File: src/rtl/req_ack_sync_fifo.sv
// rtl/req_ack_sync_fifo.sv - single-clock FIFO, slave of push/pop req/ack handshakes
// Stream mode gives combinational acks; handshake mode runs an IDLE/ACK FSM per side.
module req_ack_sync_fifo #(
  parameter int DATA_W = 64,
  parameter int DEPTH = 16,
  localparam int CNT_W = $clog2(DEPTH + 1)
) (
  input  logic              clk,
  input  logic              rst,
  input  logic              stream_mode,
  input  logic              push_req,
  input  logic [DATA_W-1:0] push_data,
  output logic              push_ack,
  output logic              push_ack_pulse,
  output logic              push_full,
  input  logic              pop_req,
  output logic [DATA_W-1:0] pop_data,
  output logic              pop_ack,
  output logic              pop_ack_pulse,
  output logic              pop_empty,
  output logic [CNT_W-1:0]  count
);

  localparam int AW = $clog2(DEPTH);

  typedef enum logic {IDLE = 1'b0, ACK = 1'b1} state_t;

  state_t              push_st_q, push_st_d, pop_st_q, pop_st_d;
  logic                push_pulse_q, push_pulse_d, pop_pulse_q, pop_pulse_d;
  logic [AW-1:0]       wr_ptr_q, wr_ptr_d, rd_ptr_q, rd_ptr_d;
  logic [CNT_W-1:0]    count_q, count_d;
  logic [DATA_W-1:0]   pop_data_q, pop_data_d;
  logic [DATA_W-1:0]   mem [DEPTH];
  logic                full, empty, wr_en, rd_en, s_push_ack, s_pop_ack;

  always_comb begin
    full         = (count_q == CNT_W'(DEPTH));
    empty        = (count_q == '0);
    s_push_ack   = stream_mode & push_req & ~full;
    s_pop_ack    = stream_mode & pop_req & ~empty;
    wr_en        = s_push_ack;
    rd_en        = s_pop_ack;
    push_st_d    = push_st_q;
    pop_st_d     = pop_st_q;
    push_pulse_d = 1'b0;
    pop_pulse_d  = 1'b0;
    pop_data_d   = pop_data_q;

    // Stream mode parks both FSMs, which also aborts a handshake caught by a mode change.
    if (stream_mode) begin
      push_st_d = IDLE;
      pop_st_d  = IDLE;
    end else begin
      case (push_st_q)
        IDLE: if (push_req && !full) begin
          wr_en        = 1'b1;
          push_st_d    = ACK;
          push_pulse_d = 1'b1;
        end
        ACK:  if (!push_req) push_st_d = IDLE;
        default: push_st_d = IDLE;
      endcase
      case (pop_st_q)
        IDLE: if (pop_req && !empty) begin
          rd_en       = 1'b1;
          pop_data_d  = mem[rd_ptr_q];
          pop_st_d    = ACK;
          pop_pulse_d = 1'b1;
        end
        ACK:  if (!pop_req) pop_st_d = IDLE;
        default: pop_st_d = IDLE;
      endcase
    end

    wr_ptr_d = wr_en ? wr_ptr_q + AW'(1) : wr_ptr_q;
    rd_ptr_d = rd_en ? rd_ptr_q + AW'(1) : rd_ptr_q;
    case ({wr_en, rd_en})
      2'b10:   count_d = count_q + CNT_W'(1);
      2'b01:   count_d = count_q - CNT_W'(1);
      default: count_d = count_q;
    endcase
  end

  always_ff @(posedge clk or posedge rst) begin
    if (rst) begin
      push_st_q    <= IDLE;
      pop_st_q     <= IDLE;
      push_pulse_q <= 1'b0;
      pop_pulse_q  <= 1'b0;
      wr_ptr_q     <= '0;
      rd_ptr_q     <= '0;
      count_q      <= '0;
      pop_data_q   <= '0;
    end else begin
      push_st_q    <= push_st_d;
      pop_st_q     <= pop_st_d;
      push_pulse_q <= push_pulse_d;
      pop_pulse_q  <= pop_pulse_d;
      wr_ptr_q     <= wr_ptr_d;
      rd_ptr_q     <= rd_ptr_d;
      count_q      <= count_d;
      pop_data_q   <= pop_data_d;
    end
  end

  always_ff @(posedge clk) begin
    if (wr_en) mem[wr_ptr_q] <= push_data;
  end

  // Stream acks are combinational, so rst masks them to drop without a clock edge.
  assign push_ack       = ~rst & (stream_mode ? s_push_ack : (push_st_q == ACK));
  assign push_ack_pulse = ~rst & (stream_mode ? s_push_ack : push_pulse_q);
  assign pop_ack        = ~rst & (stream_mode ? s_pop_ack : (pop_st_q == ACK));
  assign pop_ack_pulse  = ~rst & (stream_mode ? s_pop_ack : pop_pulse_q);
  assign pop_data       = rst ? '0 : (stream_mode ? mem[rd_ptr_q] : pop_data_q);
  assign push_full      = full;
  assign pop_empty      = empty;
  assign count          = count_q;

endmodule

File: config.mk
export PLATFORM = sky130hd
export DESIGN_NAME = req_ack_sync_fifo
export DESIGN_NICKNAME = d
export VERILOG_FILES = /design/src/rtl/req_ack_sync_fifo.sv
export SDC_FILE = /design/constraint.sdc
export NUM_CORES = 1
export LEC_CHECK = 0
export CAP_MARGIN = 20
export CELL_PAD_IN_SITES_DETAIL_PLACEMENT = 1
export CELL_PAD_IN_SITES_GLOBAL_PLACEMENT = 2
export CORE_MARGIN = 2
export CORE_UTILIZATION = 25
export DETAILED_ROUTE_END_ITERATION = 12
export PLACE_DENSITY = 0.56
export SETUP_SLACK_MARGIN = 0.4
export SLEW_MARGIN = 20
export SYNTH_ARGS = -nofsm -noshare
export SYNTH_HDL_FRONTEND = slang
export SYNTH_SLANG_ARGS = --single-unit
File: constraint.sdc
create_clock -name clk -period 8.35 [get_ports clk]
set_clock_uncertainty 0.1 [all_clocks]
set_input_delay 0.835 -clock clk [delete_from_list [all_inputs] [get_ports clk]]
set_output_delay 0.835 -clock clk [all_outputs]
set_load 0.005 [all_outputs]
==> out/results.ini <==
[place]
placed_cells = 4563
placed_area_um2 = 48100
gp_congestion = 0.704
dpl.hpwl_mm = 64.5
place.port_buffers = 143

[yosys]
ys_ff_latch = 1105
synthCells = 2195
synth-async-reset-ratio_pct = 7.33
synth_top_area_share_pct = 69.9
yosys-top-cells-area = edfxtp_1, mux4_2, dfrtp_1, mux2i_1, a2bb2oi_2
ys_types = 49
yosys_most_used_dff = edfxtp_1
yosysTopAreaCell = edfxtp_1
syn_nets = 2273
synth_area_um2 = 44000
avgSynthCellArea_um2 = 20.0
yosysSeqAreaShare_pct = 74.5
synth_edf_count = 1024
synth_warnings = 0

[detailed_routing]
vias = 21500
antenna_left = 0
first_pass_iters = 5
initialDrtViolationCount = 1237
wl_mm = 116
routed_via_density = 4.49
wl_per_cell_um = 24.3
drcViolationCount = 0

[setup_path]
path_class = flip-flop to primary output
cp.arrival_ps = 4770
start_kind = flip-flop
crit_required_ps = 7410
worstSetupEndpointType = primary output
critPathMaxFanout = 66

[clock_network]
clkSinkCount = 1105
worstSkewPairLatency_ps = 740
htreeDepth = 3
post_cts_resized = 0
hold_buffers = 0
tritoncts = done
clock_path_buffers = 3
root_buffer = clkbuf_16
cts_buffers = 117
clk_pin_slew_ps = 60
postCtsSetupBuffers = 0

[run_status]
status = complete, no violations

[timing]
period_share_pct = 68.3
rsz0062_at_grt = no
hold_viol = 0
max_freq_mhz = 175
tightest_slew_ps = 1150
setup_violations = 0
min_period_ps = 5700
slew_viol_final = 0
relSlewSlack_pct = 23.4

[global_routing]
track_usage_pct = 12.9
grt_max_degree = 112
grt-ovfl-total = 0
antenna_found_initial = 17
grt_pass1_vias = 23700
grt_pass1_wl_mm = 169

[power]
seq_power_share_pct = 40.3
powerDensity_nw_per_um2 = 339
swShare_pct = 30.8
internal_power_mw = 12.2
combPwrFrac_pct = 29.6
p_sw_mw = 5.44
vdd_drop_max_mv = 0.303
leakage_nw = 16.7
power.share.clock_pct = 30.0

[die]
fp-row-count = 153
start_util_pct = 25.2
core_area_um2 = 174000
die_h_um = 424
die-area_um2 = 179000
die_w_um = 424
pin_count = 144

[final_layout]
syn_to_final_growth_pct = 18.3
layout_common_cells = edfxtp_1, mux4_2, clkdlybuf4s50_1
seq_area_um2 = 32800
layout_commonest_cell = edfxtp_1
finalInstanceArea_um2 = 52100
fill_cells = 17600
multi_input_area_um2 = 10500
drive_above_1_share_pct = 25.6
nets = 2435
fin_cells = 4785

[flow_run]
drv_cap = 0

[hold_path]
hold_path_class = flip-flop to flip-flop

kinds of logic (layout without fill, tap and decap cells):
| logic type | after synthesis | in the layout | share of synthesized area, % |
|---|---|---|---|
| adder cells (fa/ha/maj) | 9 | 9 | 0.256 |
| flip-flops | 1105 | 1105 | 74.5 |
| AO/OA/AOI/OAI | 276 | 276 | 6.36 |
| other | 0 | 1 | 0 |
| multiplexers | 386 | 386 | 14.4 |
| AND/OR/NAND/NOR | 249 | 249 | 2.38 |
| XOR/XNOR | 10 | 10 | 0.199 |
| buffers and inverters | 160 | 424 | 1.90 |
registers in the layout, summed over array words and instances, names as in the netlist:
name,count
count,5
mem,1024
pop_data_q,64
pop_pulse_q,1
pop_st_q,1
push_pulse_q,1
push_st_q,1
rd_ptr_q,4
wr_ptr_q,4
synth_stat cells, drive strengths merged, types with 2 or more instances:
cell type	count
a221oi	6
xnor2	6
dfrtp	81
mux2i	128
a221o	59
mux2	66
buf	88
inv	15
and2	9
nor2b	5
a21oi	7
nor2	134
clkbuf	57
nor3b	3
nand2b	8
a211oi	64
a22oi	5
o211a	2
edfxtp	1024
nand2	74
ha	9
nand3	4
a2bb2oi	59
nor4	5
o21ai	68
mux4	192
xor2	4
per-stage QoR:
step	setup slack [ps]	hold slack [ps]	util, %	total power, mW	setup TNS [ps]
finish	2650	386	29.8	17.7	0
global route	2320	411	29.8	18.6	0
CTS	2360	391	29.8	18.1	0
detailed placement	3180	377	27.6	12.7	0
global placement	3210	369	27.6	12.6	0
floorplan	-140	355	-	10.9	-35820
layer usage:
layer / GRT usage (%) / vias up / wire, um
met4: 3.46 / 12 / 2320
met3: 2.15 / 166 / 4230
li1: - / 9310 / -
met5: 0 / - / 59
met2: 22.7 / 392 / 59300
met1: 16.3 / 11600 / 50200
power groups by stage:
stage                     clock network (mW)  logic, mW  registers, mW
after global routing                    5.66       5.68           7.21
after detailed placement                   0       5.41           7.26
after floorplan                            0       3.93           6.96
after CTS                               5.47       5.43           7.15
after global placement                     0       5.35           7.21
final                                   5.31       5.23           7.13
final cells by class:
type	count	share of cell area (%)
antenna	1	0.00481
clock buffer	156	6.20
clock inverter	65	1.39
inverter	15	0.113
multi-input combinational	930	20.2
sequential	1105	63.0
tap	2325	5.59
timing repair buffer	188	3.56
final timing paths:
path	from	slack, ps	end	depth (start not counted)
max	rd_ptr_q[2]	2650	pop_data[26]	7
min	pop_data_q[25]	390	pop_data_q[25]	2
max reg2reg	count[1]	4260	mem[6][60]	6
min reg2reg	pop_data_q[25]	390	pop_data_q[25]	2
max in group asynchronous	rst	6190	pop_data_q[49]	5
min in group asynchronous	rst	850	pop_data_q[0]	3
critical path: stages, from the launching register on:
cell and delay [ps]:
dfrtp_4 1090, buf_4 990, nor2b_4 70, buf_4 310, a221o_1 400, a2bb2oi_2 170
a211oi_2 360, clkdlybuf4s50_1 580
No activity file was read; power rests on OpenSTA's default activity.
==> patch, RTL diff (config.mk and constraints unchanged) <==
`DATA_W`: 64 -> 128.
--- a/src/rtl/req_ack_sync_fifo.sv
+++ b/src/rtl/req_ack_sync_fifo.sv
@@ -2,5 +2,5 @@
 // Stream mode gives combinational acks; handshake mode runs an IDLE/ACK FSM per side.
 module req_ack_sync_fifo #(
-  parameter int DATA_W = 64,
+  parameter int DATA_W = 128,
   parameter int DEPTH = 16,
   localparam int CNT_W = $clog2(DEPTH + 1)
Interface: changed (resized pop_data and push_data); port bits go from 144 to 272. No check against the original RTL was run, so the function may have changed too.
==> patch against the unedited design <==
Sequential power is 95% higher; final cell count increased by 89%; clock power is 94% higher; setup slack worse by 0.056 ns; total power grew 93%; core utilization barely moved; synthesized area up 95%; sequential cell count is 1088 higher; final area grew 95%; routed wire length grew 110%; sequential share of layout area up 1.2 points; synthesized cell count increased by 80%.
==> patch: results <==
group,metric,value,unit
run_status,outcome,"finished, final reports clean",
worst_setup_path,max_stage_delay,1.02,ns
cells_and_area,n_all_buffers,349,
global_routing,grt_pass1_vias,45100,
logic_synthesis,synth.distinct_cells,45,
logic_synthesis,synth_edf_count,2048,
cells_and_area,largest_reg_flops,2048,
global_routing,grtUsageTotal,13.6,%
route,wl_per_cell,26.4,um
cells_and_area,fin_nets,4449,
sta,slew_headroom,23.8,%
logic_synthesis,syn_inst,3955,
cells_and_area,final-clk-cell-share,7.49,%
logic_synthesis,synth.top_cells.by_count,"edfxtp_1 (2048), mux4_2 (512), mux2i_1 (208), nand2_1 (197), mux2_2 (178)",
global_routing,grt_pass1_wl,342,mm
global_routing,grt_start_max_net_pins,147,
route,drt-total-wl,239,mm
logic_synthesis,syn_area_per_cell,21.7,um2
cells_and_area,diodes,7,
clocking,clock_latency,0.92,ns
cells_and_area,drive_above_1_share,25.2,%
place,port_buffers,271,
power_and_ir_drop,p_leak,32.2,nW
route,via_count,41000,
global_routing,antenna_found_initial,42,
cells_and_area,multi_input_cells,1506,
clocking,cts.htree.levels,4,
place,placedCellCount,8596,
worst_setup_path,crit_end,"pop_data[44]",
logic_synthesis,async_reset_ff_share,6.61,%
cells_and_area,num-nonclk-inverters,14,
cells_and_area,nClkBuffers,315,
logic_synthesis,synth_seq_area_share,76.0,%
logic_synthesis,ys_top_cells_by_area,"edfxtp_1 (72%), mux4_2 (13%), dfrtp_1 (4.2%)",
place,place_congestion,0.685,
cells_and_area,nFillCells,34100,
cells_and_area,bufAreaShareNonClock,3.61,%
sta,fin_hold_ws,0.373,ns
worst_setup_path,r2r_slack,4.05,ns
sta,worst_slack,2.59,ns
cells_and_area,area_delta_synth_final,18.5,%
power_and_ir_drop,peakVddDrop,0.243,mV
place,postPlaceCellArea,0.0938,mm2
cells_and_area,seq-cell-share,64.2,%
## patch: changes by cell type in the layout (fill, tap and decap cells not counted), sizes merged, moves of 64 or more
cell / delta
mux2: +112
edfxtp: +1024
a211oi: -64
nand2: +123
mux2i: +80
nor2: -122
clkdlybuf4s50: +129
mux4: +320
o21ai: +84
dfrtp: +64
clkbuf: +159
## patch: kinds of logic after synthesis
group / Yosys count / synth area share [%]
AND/OR/NAND/NOR: 291 / 1.52
buffers and inverters: 256 / 1.57
AO/OA/AOI/OAI: 297 / 2.42
flip-flops: 2193 / 76.0
XOR/XNOR: 11 / 0.112
multiplexers: 898 / 18.2
adder cells (fa/ha/maj): 9 / 0.131
## patch: worst min path at each step
stage               startpoint         endpoint
2_1_floorplan    pop_data_q[0]    pop_data_q[0]
3_3_place_gp    pop_data_q[93]   pop_data_q[93]
3_5_place_dp    pop_data_q[78]   pop_data_q[78]
4_1_cts         pop_data_q[78]   pop_data_q[78]
5_1_grt         pop_data_q[63]   pop_data_q[63]
6_report       pop_data_q[114]  pop_data_q[114]
## patch: per-layer routing
| layer | vias up | wire length (um) | global-route usage, % | share of wire (%) |
|---|---|---|---|---|
| li1 | 17300 | - | - | - |
| met1 | 22600 | 106000 | 18.3 | 44 |
| met2 | 758 | 119000 | 23.4 | 50 |
| met3 | 334 | 9150 | 2.09 | 3.8 |
| met4 | 12 | 4690 | 2.73 | 2.0 |
| met5 | - | 73 | 0 | 0.031 |
## patch: critical path: cells and delay by family, from the launching register on
family          cells  cell delay (ns)
buf+inv             2             1.13
mux                 2             1.10
compound gates      1             0.41
flops               1             1.02
## patch: power by group
group / internal [mW] / leakage [nW] / switching [mW] / total [mW]
sequential: 13.3 / 20.3 / 0.595 / 13.9
combinational: 4.56 / 8.23 / 5.41 / 9.98
clock: 5.85 / 3.69 / 4.45 / 10.3
